**config.mk**
```make
export PLATFORM = sky130hd
export DESIGN_NAME = vec_op_arbiter
export DESIGN_NICKNAME = d
export VERILOG_FILES = /design/src/rtl/vec_op_arbiter.sv
export SDC_FILE = /design/constraint.sdc
export NUM_CORES = 1
export LEC_CHECK = 0
export ABC_AREA = 1
export CAP_MARGIN = 20
export CORE_AREA = 2 2 345 347
export DETAILED_ROUTE_END_ITERATION = 12
export DIE_AREA = 0 0 347 349
export PLACE_DENSITY = 0.3
export SLEW_MARGIN = 20
export SYNTH_ARGS = -nofsm -noshare
export SYNTH_HDL_FRONTEND = slang
export SYNTH_SLANG_ARGS = --single-unit
```
**constraint.sdc**
```tcl
create_clock -name clock -period 2.2 [get_ports clock]
set_input_delay 0.44 -clock clock [delete_from_list [all_inputs] [get_ports clock]]
set_output_delay 0.44 -clock clock [all_outputs]
set_load 0.005 [all_outputs]
```
**src/rtl/vec_op_arbiter.sv**
```systemverilog
`default_nettype none
// ============================================================================
// Module   : vec_op_arbiter
// Brief    : Round-robin sharing of one in-order vector unit between two
//            FIFO-style requesters; a tag FIFO steers results back.
// Revision : 1.0
// ============================================================================
module vec_op_arbiter #(
    parameter int DATA_WIDTH = 32,
    parameter int ARRAY_SIZE = 3,
    parameter int TAG_DEPTH  = 16
) (
    input  logic                                  clock,
    input  logic                                  reset,
    input  logic [ARRAY_SIZE-1:0][DATA_WIDTH-1:0] a_x,
    input  logic [ARRAY_SIZE-1:0][DATA_WIDTH-1:0] a_y,
    input  logic                                  a_empty,
    output logic                                  a_rd_en,
    input  logic [ARRAY_SIZE-1:0][DATA_WIDTH-1:0] b_x,
    input  logic [ARRAY_SIZE-1:0][DATA_WIDTH-1:0] b_y,
    input  logic                                  b_empty,
    output logic                                  b_rd_en,
    output logic [ARRAY_SIZE-1:0][DATA_WIDTH-1:0] op_x,
    output logic [ARRAY_SIZE-1:0][DATA_WIDTH-1:0] op_y,
    output logic                                  op_empty,
    input  logic                                  op_rd_en,
    input  logic [ARRAY_SIZE-1:0][DATA_WIDTH-1:0] res,
    input  logic                                  res_empty,
    output logic                                  res_rd_en,
    output logic [ARRAY_SIZE-1:0][DATA_WIDTH-1:0] a_out,
    output logic [ARRAY_SIZE-1:0][DATA_WIDTH-1:0] b_out,
    output logic                                  a_out_empty,
    output logic                                  b_out_empty,
    input  logic                                  a_out_rd_en,
    input  logic                                  b_out_rd_en,
    output logic [$clog2(TAG_DEPTH):0]            inflight
);

    localparam int                 c_PTR_W = $clog2(TAG_DEPTH);
    localparam int                 c_CNT_W = c_PTR_W + 1;
    localparam logic [c_CNT_W-1:0] c_FULL  = c_CNT_W'(TAG_DEPTH);

    logic                 r_grant;
    logic [TAG_DEPTH-1:0] r_tags;
    logic [c_PTR_W-1:0]   r_wr_ptr;
    logic [c_PTR_W-1:0]   r_rd_ptr;
    logic [c_CNT_W-1:0]   r_count;

    logic [1:0]           w_src_empty;
    logic                 w_other;
    logic                 w_tag_full;
    logic                 w_tag_empty;
    logic                 w_push;
    logic                 w_pop;
    logic                 w_head;
    logic                 w_grant_next;

    assign w_src_empty = {b_empty, a_empty};
    assign w_other     = ~r_grant;
    assign w_tag_full  = (r_count == c_FULL);
    assign w_tag_empty = (r_count == '0);
    assign w_head      = r_tags[r_rd_ptr];

    // Forward path: pure mux on the registered grant
    assign op_x     = r_grant ? b_x : a_x;
    assign op_y     = r_grant ? b_y : a_y;
    assign op_empty = w_src_empty[r_grant] || w_tag_full;
    assign w_push   = op_rd_en && !op_empty;
    assign a_rd_en  = w_push && !r_grant;
    assign b_rd_en  = w_push && r_grant;

    // Return path: the head tag decides which consumer may see the result
    assign a_out       = res;
    assign b_out       = res;
    assign a_out_empty = res_empty || w_tag_empty || w_head;
    assign b_out_empty = res_empty || w_tag_empty || !w_head;
    assign w_pop       = (a_out_rd_en && !a_out_empty) || (b_out_rd_en && !b_out_empty);
    assign res_rd_en   = w_pop;
    assign inflight    = r_count;

    always_comb begin
        w_grant_next = r_grant;
        if (w_push) begin
            if (!w_src_empty[w_other]) begin
                w_grant_next = w_other;
            end
        end else if (w_src_empty[r_grant] && !w_src_empty[w_other]) begin
            w_grant_next = w_other;
        end
    end

    always_ff @(posedge clock or posedge reset) begin
        if (reset) begin
            r_grant  <= 1'b0;
            r_tags   <= '0;
            r_wr_ptr <= '0;
            r_rd_ptr <= '0;
            r_count  <= '0;
        end else begin
            r_grant <= w_grant_next;
            if (w_push) begin
                r_tags[r_wr_ptr] <= r_grant;
                r_wr_ptr         <= r_wr_ptr + c_PTR_W'(1);
            end
            if (w_pop) begin
                r_rd_ptr <= r_rd_ptr + c_PTR_W'(1);
            end
            case ({w_push, w_pop})
                2'b10:   r_count <= r_count + c_CNT_W'(1);
                2'b01:   r_count <= r_count - c_CNT_W'(1);
                default: r_count <= r_count;
            endcase
        end
    end

endmodule
`default_nettype wire

```
# Word-level counts from Yosys, hierarchy flattened
# Index checks and enable logic that the tools add are counted.
dict set report op_classes {
  n_lt_le_gt_ge 5
  reduce_logical 22
  bitwise_logic 1
  add_sub_neg 4
  eq_ne 4
  muxes 15
}
# operator count
set op_table {}
lappend op_table {{$mux 96} 2}
lappend op_table {{$bwmux 16} 1}
lappend op_table {{$lt 4x5->1 const B} 2}
lappend op_table {{$pmux 5 s2} 1}
lappend op_table {{$mux 1} 9}
lappend op_table {{$add 4x1->4 const B} 2}
lappend op_table {{$logic_and 1x1->1} 7}
lappend op_table {{$logic_not 1->1} 6}
lappend op_table {{$add 5x1->5 const B} 1}
lappend op_table {{$eq 5x5->1 const B} 1}
lappend op_table {{$logic_not 5->1} 1}
lappend op_table {{$logic_or 1x1->1} 5}
lappend op_table {{$sub 5x1->5 const B} 1}
lappend op_table {{$bmux 1 s4} 1}
lappend op_table {{$demux 1 s4} 1}
lappend op_table {{$ge 4x1->1 const B} 1}
lappend op_table {{$lt 1x2->1 const B} 2}
lappend op_table {{$reduce_bool 2->1} 2}
lappend op_table {{$eq 2x1->1 const B} 1}
lappend op_table {{$eq 2x2->1 const B} 1}
lappend op_table {{$ne 2x2->1 const B} 1}
lappend op_table {{$reduce_and 2->1} 1}
lappend op_table {{$not 1->1} 1}
dict set report word_totals {
  register_bits 30
  out_inout_bits 395
  wordCells 56
}

# Longest topological paths before layout
dict set report depth {
  depth_word 9
  mapped_depth 18
}

# Worst setup path after synthesis
# No wires, ideal clock.
dict set report synth_timing {
  path_type {reg2reg}
  from {register r_rd_ptr[0]}
  to {register r_count[4], in the netlist inflight[4]}
  slack_ps -209
  t_arrival_ps 2330
  n_path_buf 1
  stages_incl_launch_ff 18
  setup_ps 79
  path_cell_list {dfrtp_1 buf_4 nand2_1 nand3_1 nand3_1 nand3_2 nand2_2 nand3_2 nand2_2 ha_1 inv_1 fa_1 inv_1 nand3_1 nand2_1 a21oi_1 o21ai_0 xor2_1}
}
dict set report synth_between {
  elab_chain_len 9
  elab_cells_between_ends 14
  classes_between {eq/ne (2); mux (3); reduce/logical (9)}
}
# element line_no
set synth_rtl {}
lappend synth_rtl {{from (decl)} 46} ;# logic [c_PTR_W-1:0] r_rd_ptr;
lappend synth_rtl {{from (signal assigned)} 106} ;# r_rd_ptr <= r_rd_ptr + c_PTR_W'(1);
lappend synth_rtl {{$bmux 1 s4 *} 62} ;# assign w_head = r_tags[r_rd_ptr];
lappend synth_rtl {{$mux 1 (implied by the code) *} 62}
lappend synth_rtl {{$logic_not 1->1} 76} ;# assign b_out_empty = res_empty || w_tag_empty || !w_head;
lappend synth_rtl {{$logic_or 1x1->1} 76}
lappend synth_rtl {{$logic_not 1->1} 77} ;# assign w_pop = (a_out_rd_en && !a_out_empty) || (b_out_rd_en && !b_out_empty);
lappend synth_rtl {{$logic_and 1x1->1} 77}
lappend synth_rtl {{$logic_or 1x1->1 *} 77}
lappend synth_rtl {{net res_rd_en} 29} ;# output logic res_rd_en,
lappend synth_rtl {{$eq 2x1->1 or $eq 2x2->1 (tied branches)} 108} ;# case ({w_push, w_pop})
lappend synth_rtl {{$pmux 5 s2 or $reduce_bool 2->1 (tied branches)} -}
lappend synth_rtl {{to (signal assigned)} 109} ;# 2'b10: r_count <= r_count + c_CNT_W'(1);
lappend synth_rtl {{to (signal assigned)} 110} ;# 2'b01: r_count <= r_count - c_CNT_W'(1);
lappend synth_rtl {{to (signal assigned)} 111} ;# default: r_count <= r_count;
lappend synth_rtl {{to (decl)} 47} ;# logic [c_CNT_W-1:0] r_count;
# Mark *: on every way through the listed nets, which the timed path passes. The rest lies on a longest branch. The select of a mux whose other input is x is not followed.
# A chain may end at the register's enable or synchronous reset.

# Worst setup path in the final report
dict set report layout_timing {
  from {register r_rd_ptr[0]}
  to {register r_count[4], in the netlist inflight[4]}
}
dict set report layout_between {
  elab_chain_len 9
  elab_cells_between_ends 14
  classes_between {eq/ne (2); mux (3); reduce/logical (9)}
}
# element line_no
set layout_rtl {}
lappend layout_rtl {{$bmux 1 s4 *} 62}
lappend layout_rtl {{$mux 1 (implied by the code) *} 62}
lappend layout_rtl {{$logic_not 1->1} 76}
lappend layout_rtl {{$logic_or 1x1->1} 76}
lappend layout_rtl {{$logic_not 1->1} 77}
lappend layout_rtl {{$logic_and 1x1->1} 77}
lappend layout_rtl {{$logic_or 1x1->1 *} 77}
lappend layout_rtl {{$eq 2x1->1 or $eq 2x2->1 (tied branches)} 108}
lappend layout_rtl {{$pmux 5 s2 or $reduce_bool 2->1 (tied branches)} -}
# Every way passes the cells marked *; elsewhere a longest branch is shown, timed or not. The select of a mux whose other input is x is not followed.

==> metrics.cfg <==
[sta]
finalSetupViolCount=58
relSlewSlack_pct=69.2
holdWs_ps=491
period_share_pct=108
slew_viol_final=0
finClkSkew_ps=3.31
tightest_slew_ps=462
hold_viol=0
fin_crit_ps=2390
max_clock_freq_mhz=419
final.setup.worst_slack_ps=-186
rsz0062_at_grt=yes

[outcome]
violations=negative setup slack
status=finished, violations left

[drt]
vias_per_cell=2.68
wl_per_cell_um=20.6
postRouteAntennaNets=0
wl_um=64600
drc=0
drt_first_iter_violations=333
vias=8405
firstDrtPassIters=6

[placement]
dp_hpwl_um=51500
port_buffers=594
gp_congestion=0.781

[global_route]
grt_pass1_vias=8342
grt_pass1_wl_um=79300
grt.overflow.total=0
antenna_found_initial=32
grt_max_degree=31
grt_use_total_pct=9.79

[setup_path]
cp_common_cell=nand3_2
cp-start-kind=register
critical_path_class=reg -> reg
crit_path_end_kind=register
slowest_delay_ps=460
critical_path_buf_inv_count=3
path_max_fanout=5
cp_top_family=simple AND/OR/NAND/NOR gates
arrival_ps=2590
path_cells=clkinvlp_4, nand2_2, nand3_2, nand3_2, nand3_4, nand2_4, nand3_4, nand2_4, ha_4, inv_2, fa_2, inv_2, nand3_2, nand2_2, a21oi_2, o21ai_2, xor2_1
required_ps=2410
slowest_stage=dfrtp_2

[clock_tree]
cts_root_buf=clkbuf_16
cts_buffer_depth=2
clock_latency_ps=280
h-tree-depth=2
clk_pin_slew_ps=60
cts_buffers=5
cts_tree=yes
cts_sinks=30

[floorplanning]
core_area_sq_um=117000
die_w_um=347
num_rows=126
die_h_um=349
initial_core_util_pct=4.75
fp.dieArea_sq_um=121000
ioPinCount=883

[logic_synthesis]
syn_area_sq_um=5580
synthCells=1044
synth_area_leaders=nand2_1 (43%), buf_4 (26%), dfrtp_1 (13%)
synth.avg_cell_area_sq_um=5.35
synthDistinctLibCells=27
syn_nets=1542
yosys.area.top_type=nand2_1
yosysWarnings=0
synth-seq-cells=30
yosys.area.top_type_share_pct=43.4
yosysSeqAreaShare_pct=13.4

[flow_run]
maxCapViolCount=0

[pwr]
cellLeakagePower_nw=7.28
power.total_mw=17.9
power.density_nw_per_um2=1150
peakVddDrop_v=0.000369

[cells_and_area]
nNetsFinal=2099
syn_to_final_growth_pct=179
post-route-util_pct=13.3
drive_gt1_share_pct=38.4

[min_path]
worst_hold_path_type=reg -> reg

-- cell usage in the layout (no fill, tap or decap), types with 12 or more instances in the layout --
cell type	Yosys	final
nand2_4	0	91
dfrtp_1	30	28
clkdlybuf4s15_1	0	17
buf_4	193	81
nand2_2	2	120
buf_12	0	35
o21ai_1	10	12
buf_6	0	96
nand2_1	646	433
clkbuf_2	0	70
buf_16	0	13
buf_2	17	20
clkdlybuf4s50_1	0	395
clkbuf_16	0	17
inv_1	37	31
dlymetal6s2s_1	0	27
buf_8	1	21
-- final cells by class --
type,instances,area (sq um)
Multi-Input combinational cell,734,4240
Timing Repair inverter,1,7.51
Sequential cell,30,756
Clock inverter,3,45.0
Timing Repair Buffer,789,8290
Antenna cell,2,5.00
Tap cell,1536,1920
Fill cell,13576,102000
Clock buffer,5,125
Inverter,40,179
-- through the flow --
step                      instance area, sq um  instances  setup WS, ps  TNS (ps)
after global routing                     15600       3138          -347     -8210
after floorplan                           5640       1044         -56.0     -56.0
after CTS                                14300       3087          -300    -18750
after detailed placement                 12600       3016          -415     -4830
after global placement                   12600       3016          -471     -5450
final                                    15600       3140          -186     -3250
-- worst paths after layout --
path                        startpoint           to  slack [ps]  cells after the start
hold reg to reg              r_tags[5]    r_tags[5]         490                      2
setup / recovery           r_rd_ptr[0]  inflight[4]        -190                     17
hold / removal               r_tags[5]    r_tags[5]         490                      2
min in group asynchronous        reset  inflight[0]         580                      3
setup reg to reg           r_rd_ptr[0]  inflight[4]        -190                     17
max in group asynchronous        reset  r_rd_ptr[0]        1270                      3
-- state kept, by name (all words and copies together) (netlist names) --
name      cells
inflight      5
r_grant       1
r_rd_ptr      4
r_tags       16
r_wr_ptr      4
-- cells by family (layout without fill, tap and decap cells) --
group / after synthesis / in the layout / synth area share [%]
adders and majority gates: 10 / 10 / 2.38
and+or+nand+nor: 686 / 686 / 47.8
xor gates and xnor gates: 7 / 7 / 1.10
buffers and inverters: 280 / 838 / 32.4
other: 0 / 2 / 0
DFF: 30 / 30 / 13.4
AOI/OAI and AO/OA: 31 / 31 / 2.89
-- tightest hold or removal path, stage by stage (launching register included) --
cell     delay, ps
dfrtp_1        340
nand2_1         50
o21ai_1         60
-- where the power goes --
part           internal, mW  switching, mW  total [mW]  leakage [nW]
combinational          8.36           7.74        16.1          6.83
clock                 0.534          0.285       0.819        0.0761
sequential            0.815          0.209        1.02         0.374
-- metal layers --
layer | track usage, % | share of wire (%)
met1 | 10.9 | 38
met5 | 0.400 | 0.39
met3 | 6.86 | 16
met4 | 0.763 | 0.90
met2 | 15.7 | 45
-- Yosys cell counts, drive strengths merged --
| library cell | n |
|---|---|
| or2 | 1 |
| nand3 | 22 |
| dfrtp | 30 |
| xnor2 | 1 |
| nor2 | 13 |
| xor2 | 6 |
| o21ai | 22 |
| fa | 1 |
| inv | 40 |
| buf | 211 |
| ha | 9 |
| nand2 | 648 |
| a21oi | 8 |
| clkbuf | 29 |
| o21bai | 1 |
| nand4 | 2 |
-- repair_timing --
action,CTS,global route
hold buffers,0,0
pin swaps,40,55
gates cloned,15,12
resized for setup,504,547
endpoints found under the setup margin,199,181
buffers inserted,48,59
Note: power is estimated with default switching activity, not from simulation.
